**config.mk**
```make
export PLATFORM = sky130hd
export DESIGN_NAME = nibble_serial_adder
export DESIGN_NICKNAME = d
export VERILOG_FILES = /design/src/rtl/nibble_serial_adder.sv
export SDC_FILE = /design/constraint.sdc
export NUM_CORES = 1
export LEC_CHECK = 0
export ABC_AREA = 1
export BUFFER_PORTS_ARGS = -buffer_cell sky130_fd_sc_hd__buf_2
export CELL_PAD_IN_SITES_DETAIL_PLACEMENT = 1
export CELL_PAD_IN_SITES_GLOBAL_PLACEMENT = 1
export CORE_MARGIN = 4
export CORE_UTILIZATION = 41
export DETAILED_ROUTE_END_ITERATION = 10
export GPL_TIMING_DRIVEN = 0
export PLACE_DENSITY_LB_ADDON = 0.1
export SYNTH_ARGS = -nofsm -noshare
export SYNTH_HDL_FRONTEND = slang
export SYNTH_SLANG_ARGS = --single-unit
```
**constraint.sdc**
```tcl
create_clock -name clk -period 2.6 [get_ports clk]
set_input_delay 0.52 -clock clk [delete_from_list [all_inputs] [get_ports clk]]
set_output_delay 0.52 -clock clk [all_outputs]
set_load 0.02 [all_outputs]
```
**src/rtl/nibble_serial_adder.sv**
```systemverilog
// Serial add/subtract sequencer: walks a WIDTH-bit operand pair through an
// external 4-bit ripple-carry adder one nibble per clock, least significant first.
module nibble_serial_adder #(
    parameter int NIBBLES = 4
) (
    input  logic                   clk,
    input  logic                   rst_n,
    input  logic                   in_valid,
    output logic                   in_ready,
    input  logic [4*NIBBLES-1:0]   in_a,
    input  logic [4*NIBBLES-1:0]   in_b,
    input  logic                   in_sub,
    output logic                   out_valid,
    input  logic                   out_ready,
    output logic [4*NIBBLES-1:0]   out_sum,
    output logic                   out_cout,
    output logic                   out_ovf,
    output logic [3:0]             add_a,
    output logic [3:0]             add_b,
    output logic                   add_ci,
    input  logic [3:0]             add_s,
    input  logic                   add_co
);

    localparam int WIDTH = 4 * NIBBLES;
    localparam int IDX_W = (NIBBLES > 1) ? $clog2(NIBBLES) : 1;
    localparam logic [IDX_W-1:0] LAST_IDX = IDX_W'(NIBBLES - 1);

    typedef enum logic [1:0] {
        S_IDLE = 2'd0,
        S_RUN  = 2'd1,
        S_DONE = 2'd2
    } state_t;

    state_t             state_q;
    logic [IDX_W-1:0]   idx_q;
    logic [WIDTH-1:0]   a_q;
    logic [WIDTH-1:0]   b_q;
    logic [WIDTH-1:0]   sum_q;
    logic               carry_q;
    logic [WIDTH-1:0]   sum_d;

    // Select the active nibble; the adder is only driven (and its result only
    // merged into the sum) while the sequencer is running.
    always_comb begin
        add_a  = 4'h0;
        add_b  = 4'h0;
        add_ci = 1'b0;
        sum_d  = sum_q;
        if (state_q == S_RUN) begin
            add_ci = carry_q;
            for (int i = 0; i < NIBBLES; i++) begin
                if (idx_q == IDX_W'(i)) begin
                    add_a           = a_q[4*i +: 4];
                    add_b           = b_q[4*i +: 4];
                    sum_d[4*i +: 4] = add_s;
                end
            end
        end
    end

    always_ff @(posedge clk or negedge rst_n) begin
        if (!rst_n) begin
            state_q <= S_IDLE;
            idx_q   <= '0;
            a_q     <= '0;
            b_q     <= '0;
            sum_q   <= '0;
            carry_q <= 1'b0;
        end else begin
            case (state_q)
                S_IDLE: begin
                    if (in_valid) begin
                        // Subtraction is A + ~B + 1: invert B once, seed the carry.
                        a_q     <= in_a;
                        b_q     <= in_sub ? ~in_b : in_b;
                        carry_q <= in_sub;
                        idx_q   <= '0;
                        state_q <= S_RUN;
                    end
                end
                S_RUN: begin
                    sum_q   <= sum_d;
                    carry_q <= add_co;
                    if (idx_q == LAST_IDX) begin
                        idx_q   <= '0;
                        state_q <= S_DONE;
                    end else begin
                        idx_q <= idx_q + 1'b1;
                    end
                end
                S_DONE: begin
                    if (out_ready) begin
                        state_q <= S_IDLE;
                    end
                end
                default: state_q <= S_IDLE;
            endcase
        end
    end

    assign in_ready  = (state_q == S_IDLE);
    assign out_valid = (state_q == S_DONE);
    assign out_sum   = sum_q;
    assign out_cout  = carry_q;
    assign out_ovf   = (a_q[WIDTH-1] == b_q[WIDTH-1]) && (sum_q[WIDTH-1] != a_q[WIDTH-1]);

endmodule

```
==> results of run 1 <==
==> power groups by stage <==
| stage | Combinational, mW | Sequential [mW] | Clock, mW |
|---|---|---|---|
| floorplan | 1.18 | 1.59 | 0 |
| global placement | 1.91 | 1.46 | 0 |
| detailed placement | 1.99 | 1.47 | 0 |
| CTS | 2.00 | 1.46 | 0.663 |
| global route | 2.27 | 1.52 | 0.701 |
| finish | 1.99 | 1.46 | 0.656 |
==> cell type report <==
type / count / area [µm²]
sequential: 53 / 1330
clock inverter: 3 / 65.1
inverter: 13 / 56.3
fill: 780 / 2830
timing repair buffer: 68 / 340
multi-input combinational: 222 / 1080
clock buffer: 5 / 68.8
buffer: 13 / 92.6
tap: 75 / 93.8
==> layout by cell type, fill, tap and decap left out <==
| cell type | n |
|---|---|
| a21oi_1 | 9 |
| and3_1 | 1 |
| buf_2 | 73 |
| buf_4 | 3 |
| buf_6 | 3 |
| bufinv_16 | 2 |
| clkbuf_1 | 1 |
| clkbuf_4 | 1 |
| clkbuf_8 | 5 |
| clkinv_2 | 1 |
| clkinvlp_4 | 2 |
| dfrtp_1 | 52 |
| dfrtp_2 | 1 |
| ha_1 | 4 |
| inv_1 | 10 |
| inv_2 | 1 |
| nand2_1 | 107 |
| nand2_2 | 2 |
| nand3_1 | 26 |
| nand3_2 | 1 |
| nor2_1 | 18 |
| nor2_2 | 1 |
| nor2_4 | 1 |
| nor2_8 | 1 |
| o21ai_0 | 34 |
| o31ai_1 | 1 |
| xnor2_1 | 16 |
==> per-layer routing <==
metal / vias to the layer above / track usage [%] / wire length [µm]
met5: - / 0 / 0
met4: 0 / 3.54 / 59
met3: 7 / 3.80 / 407
met2: 58 / 33.9 / 3410
met1: 1111 / 26.0 / 2890
li1: 1110 / - / -
==> cell families after synthesis <==
logic type	count (synthesis)	share of synthesized area [%]
adders and majority gates	4	1.97
and+or+nand+nor	158	26.1
AOI/OAI and AO/OA	44	8.76
buffers and inverters	27	5.51
xor gates and xnor gates	16	5.51
DFF	53	52.2
==> final timing paths <==
check | endpoint
min in group asynchronous | out_sum[9]
max in group asynchronous | idx_q[0]
setup reg to reg | out_sum[0]
hold reg to reg | a_q[2]
setup / recovery | add_b[3]
hold / removal | state_q[1]
==> worst reg2reg max path: cells and delay by family, from the launching register on <==
family / cells / cell delay (ns)
AND/OR/NAND/NOR: 1 / 0.26
AO/OA/AOI/OAI: 1 / 0.25
buffers and inverters: 1 / 0.10
adder cells (fa/ha/maj): 1 / 0.44
flip-flops: 1 / 0.44
==> flip-flops by register name, indices dropped and copies added (netlist names) <==
register,cells
a_q,16
b_q,16
out_sum,16
idx_q,2
state_q,2
out_cout,1
==> repair_timing <==
item | in CTS | in global routing
hold buffers | 0 | 0
gates resized for setup | 0 | 7
endpoints found under the setup margin | 0 | 8
==> through the flow <==
step / instances / cell area (µm²) / TNS, ns
after floorplan: 302 / 2540 / 0
after CTS: 453 / 3110 / 0
after global routing: 452 / 3120 / -0.00168
after detailed placement: 445 / 2980 / 0
after global placement: 445 / 2980 / 0
final: 452 / 3120 / 0
==> flow_summary_export.csv, run 1 <==
group,metric,value,unit
route,drt_iter0_markers,91,
clock_network,clk_path_buf_depth,2,
route,vias,2286,
synth,netlist_instances,302,
setup_path,path_class,"flip-flop to output port",
job,drv_cap,0,
power_and_ir_drop,p_sw_share,44.7,%
global_routing,grt_max_degree,54,
clock_network,cts.clk_slew.worst_paths,0.09,ns
synth,ys_seq_area_share,52.2,%
floorplan,die_h,86.7,µm
clock_network,cts_tree,"yes",
synth,synth_common_cells,"nand2_1 (107), dfrtp_1 (53), o21ai_0 (34), nand3_1 (26), nor2_1 (19)",
placed_design,place_ws,0.418,ns
timing,finalSetupViolCount,0,
floorplan,coreArea,0.00596,mm²
timing,clock_skew,0.00393,ns
final_layout,fin_util,52.4,%
setup_path,crit_fanout,10,
final_layout,layout.nets,422,
floorplan,dieArea,0.00752,mm²
setup_path,endpoint_kind,"output port",
final_layout,syn_to_final_growth,22.8,%
setup_path,crit_arrival,1.93,ns
setup_path,worst_path_largest_cell_delay,0.44,ns
power_and_ir_drop,ir_drop,0.495,mV
synth,yosysMostFrequentCell,"nand2_1",
synth,synthTopCellsByArea,"dfrtp_1 (52%), nand2_1 (16%), o21ai_0 (6.7%)",
clock_network,cts-htree-levels,2,
worst_hold_path,holdPathStages,2,
setup_path,cp_top_family,"buffers and inverters",
outcome,outcome,"finished clean",
power_and_ir_drop,power.clock.fraction,16.0,%
power_and_ir_drop,p_int,2.27,mW
clock_network,cts_setup_buffers,0,
global_routing,grt_pass1_wl,11600,µm
setup_path,worst_path_most_repeated_cell,"nand2_1",
final_layout,drive_gt1_share,26.0,%
clock_network,root_buffer,"clkbuf_8",
timing,post-route-period-util,94.1,%
power_and_ir_drop,p_leak,1.67,nW
floorplan,rows,28,
route,drc_errors,0,
power_and_ir_drop,p_seq_share,35.6,%
placed_design,hpwl,4990,µm
global_routing,antenna_found_initial,0,
synth,synth_ff_type,"dfrtp_1",
power_and_ir_drop,power_switching,1.83,mW
clock_network,numCtsBuffers,5,
setup_path,r2r_cells,4,
worst_hold_path,hold_class,"input port to flip-flop",
setup_path,worstPathRequired,2.08,ns
route,routedWlPerCell,15.0,µm
power_and_ir_drop,combPwrFrac,48.4,%
synth,synthDistinctLibCells,20,
placed_design,globalplace.congestion,0.748,
clock_network,clock-sinks,53,
timing,worst_hold_slack,0.385,ns
synth,yosysWarnings,0,
route,wl,6770,µm
setup_path,crit_start,"idx_q[1]",
setup_path,path_cells,"inv_1 > ha_1 > clkbuf_4 > clkinvlp_4 > nand3_1 > nand2_1 > nand2_1 > nand2_1 > buf_2",
setup_path,slowest_stage,"dfrtp_1",
synth,async_flop_share,100,%
setup_path,crit_buf_inv,4,
timing,final_max_slew_viol_count,0,
timing,layout_setup_ws,0.153,ns
floorplan,io-pin-count,71,
route,drt-vias-per-instance,5.06,
timing,min_period,2.45,ns
global_routing,grt_pass1_vias,2402,
placed_design,portBuffers,68,
setup_path,cp.depth,9,
timing,fmax,409,MHz
setup_path,ff2ff_setup_slack,1.03,ns
synth,synthesis.nets,348,
floorplan,start_util,42.7,%
timing,worst_pin_slew,1.17,ns
power_and_ir_drop,power_density,1310,mW/mm²
synth,ys_seq_elements,53,
setup_path,crit_path_start_kind,"flip-flop",
global_routing,grt_use_total,19.7,%
worst_hold_path,min_from,"out_ready",
timing,slew_headroom,21.7,%
timing,hold_violations,0,
synth,synth_area_leader_cell,"dfrtp_1",
global_routing,overflow,0,
clock_network,worstSkewPairLatency,0.31,ns
setup_path,rr_startpoint,"idx_q[0]",
synth,synth_edf_count,0,
route,firstDrtPassIters,4,
final_layout,antenna_cells,0,
synth,synth.top_cell.area_share,52.2,%
route,ant_nets,0,
synth,synth_area,0.00254,mm²
power_and_ir_drop,finalPower,4.10,mW
floorplan,fp.dieW,86.7,µm
synth,syn_avg_cell_area,8.42,µm²
Power figures use the tool's default switching activity.
==> inputs of run 2 (changes only) <==
--- a/constraint.sdc
+++ b/constraint.sdc
@@ -3,2 +3,2 @@
 set_output_delay 0.52 -clock clk [all_outputs]
-set_load 0.02 [all_outputs]
+set_load 0.05 [all_outputs]
==> flow_summary_export.csv, run 2 (synthesis gave the netlist of run 1 again) <==
group,metric,value,unit
outcome,outcome,"finished clean",
timing,layout_setup_ws,0.102,ns
setup_path,crit_arrival,1.98,ns
route,wl,6810,µm
floorplan,fp.dieW,86.7,µm
floorplan,coreArea,0.00596,mm²
floorplan,dieArea,0.00752,mm²
power_and_ir_drop,finalPower,4.75,mW
route,vias,2288,
final_layout,drive_gt1_share,27.7,%
global_routing,antenna_found_initial,0,
global_routing,overflow,0,
setup_path,r2r_cells,4,
timing,worst_pin_slew,1.18,ns
setup_path,ff2ff_setup_slack,1.05,ns
final_layout,fin_cells,454,
setup_path,crit_path_start_kind,"flip-flop",
timing,slew_headroom,21.5,%
worst_hold_path,hold_class,"input port to flip-flop",
global_routing,grt_use_total,19.7,%
setup_path,worstPathRequired,2.08,ns
floorplan,io-pin-count,71,
final_layout,final_common_cell,"nand2_1",
clock_network,clock-sinks,53,
job,drv_cap,0,
clock_network,root_buffer,"clkbuf_8",
placed_design,globalplace.congestion,0.748,
clock_network,worstSkewPairLatency,0.31,ns
placed_design,place_inst,445,
timing,clock_skew,0.00221,ns
timing,hold_violations,0,
route,drt_iter0_markers,86,
floorplan,die_h,86.7,µm
setup_path,rr_startpoint,"idx_q[1]",
timing,fmax,400,MHz
final_layout,fillCellCount,778,
power_and_ir_drop,p_leak,1.68,nW
placed_design,hpwl,4990,µm
route,drc_errors,0,
global_routing,grt_pass1_vias,2400,
clock_network,cts_tree,"yes",
clock_network,cts-htree-levels,2,
clock_network,numCtsBuffers,5,
route,firstDrtPassIters,4,
timing,finalSetupTns,0,ns
floorplan,start_util,42.7,%
global_routing,grt_max_degree,54,
global_routing,grt_pass1_wl,11600,µm
timing,worst_hold_slack,0.382,ns
final_layout,final_cell_mix,"nand2_1 (107), buf_2 (71), dfrtp_1 (52), o21ai_0 (34), nand3_1 (26)",
route,ant_nets,0,
power_and_ir_drop,power_density,1500,mW/mm²
setup_path,crit_fanout,8,
placed_design,portBuffers,68,
timing,finalSetupViolCount,0,
worst_hold_path,hold_end,"state_q[1]",
final_layout,fin_util,53.1,%
final_layout,layout.nets,424,
final_layout,antenna_cells,0,
setup_path,r2r_end,"out_sum[0]",
timing,final_max_slew_viol_count,0,
clock_network,clk_path_buf_depth,2,
placed_design,placed_area,0.00298,mm²
clock_network,holdBufCountCts,0,
floorplan,rows,28,
final_layout,syn_to_final_growth,24.4,%
route,drt-vias-per-instance,5.04,
setup_path,endpoint_kind,"output port",
final_layout,finalInstanceArea,0.00316,mm²
setup_path,path_class,"flip-flop to output port",
timing,min_period,2.50,ns
power_and_ir_drop,ir_drop,0.656,mV
worst_hold_path,min_from,"out_ready",
route,routedWlPerCell,15.0,µm
timing,post-route-period-util,96.1,%
clock_network,cts.clk_slew.worst_paths,0.09,ns
placed_design,place_ws,0.319,ns
worst_hold_path,holdPathStages,2,
## run 2: worst max path at each step
stage | from | end | slack, ns
final | idx_q[0] | add_b[3] | 0.10
after global routing | idx_q[0] | add_b[1] | -0.02
after CTS | idx_q[1] | add_b[3] | 0.009
after floorplan | out_sum[15] | out_ovf | 0.45
after global placement | idx_q[0] | add_a[3] | 0.40
after detailed placement | idx_q[0] | add_b[3] | 0.32
## run 2: final cells by class
type                            count  area [µm²]  area share [%]
Buffer                             13         100            3.16
Clock buffer                        5        68.8            2.18
Clock inverter                      3        65.1            2.06
Inverter                           13        56.3            1.78
Multi-Input combinational cell    222        1090            34.5
Sequential cell                    53        1330            42.0
Tap cell                           75        93.8            2.97
Timing Repair Buffer               70         360            11.4
## run 2: worst max-delay path, cell delays in order, from the launching register on
cell        delay, ns
dfrtp_2          0.45
inv_1            0.10
ha_1             0.18
buf_6            0.15
clkinvlp_4       0.24
nor2_1           0.18
nor2_1           0.06
nand2_1          0.06
nand2_1          0.07
buf_4            0.19
## run 2: what timing repair did
action | in CTS | in global routing
setup buffers | 0 | 2
pin swaps | 0 | 2
endpoints found under the setup margin | 8 | 8
gates cloned | 0 | 0
gates resized for setup | 3 | 14
## run 2: power breakdown
| group | internal [mW] | switching, mW | leakage, nW | total, mW |
|---|---|---|---|---|
| logic | 0.710 | 1.92 | 0.959 | 2.63 |
| registers | 1.22 | 0.247 | 0.654 | 1.47 |
| clock network | 0.382 | 0.274 | 0.0681 | 0.656 |
| total | 2.32 | 2.44 | 1.68 | 4.75 |
## run 2: metal layers
layer	GRT usage [%]	routed length [µm]	share of wire, %
met3	3.80	343	5.0
met5	0	0	0
met4	4.25	82	1.2
met2	33.7	3430	50
met1	26.1	2950	43
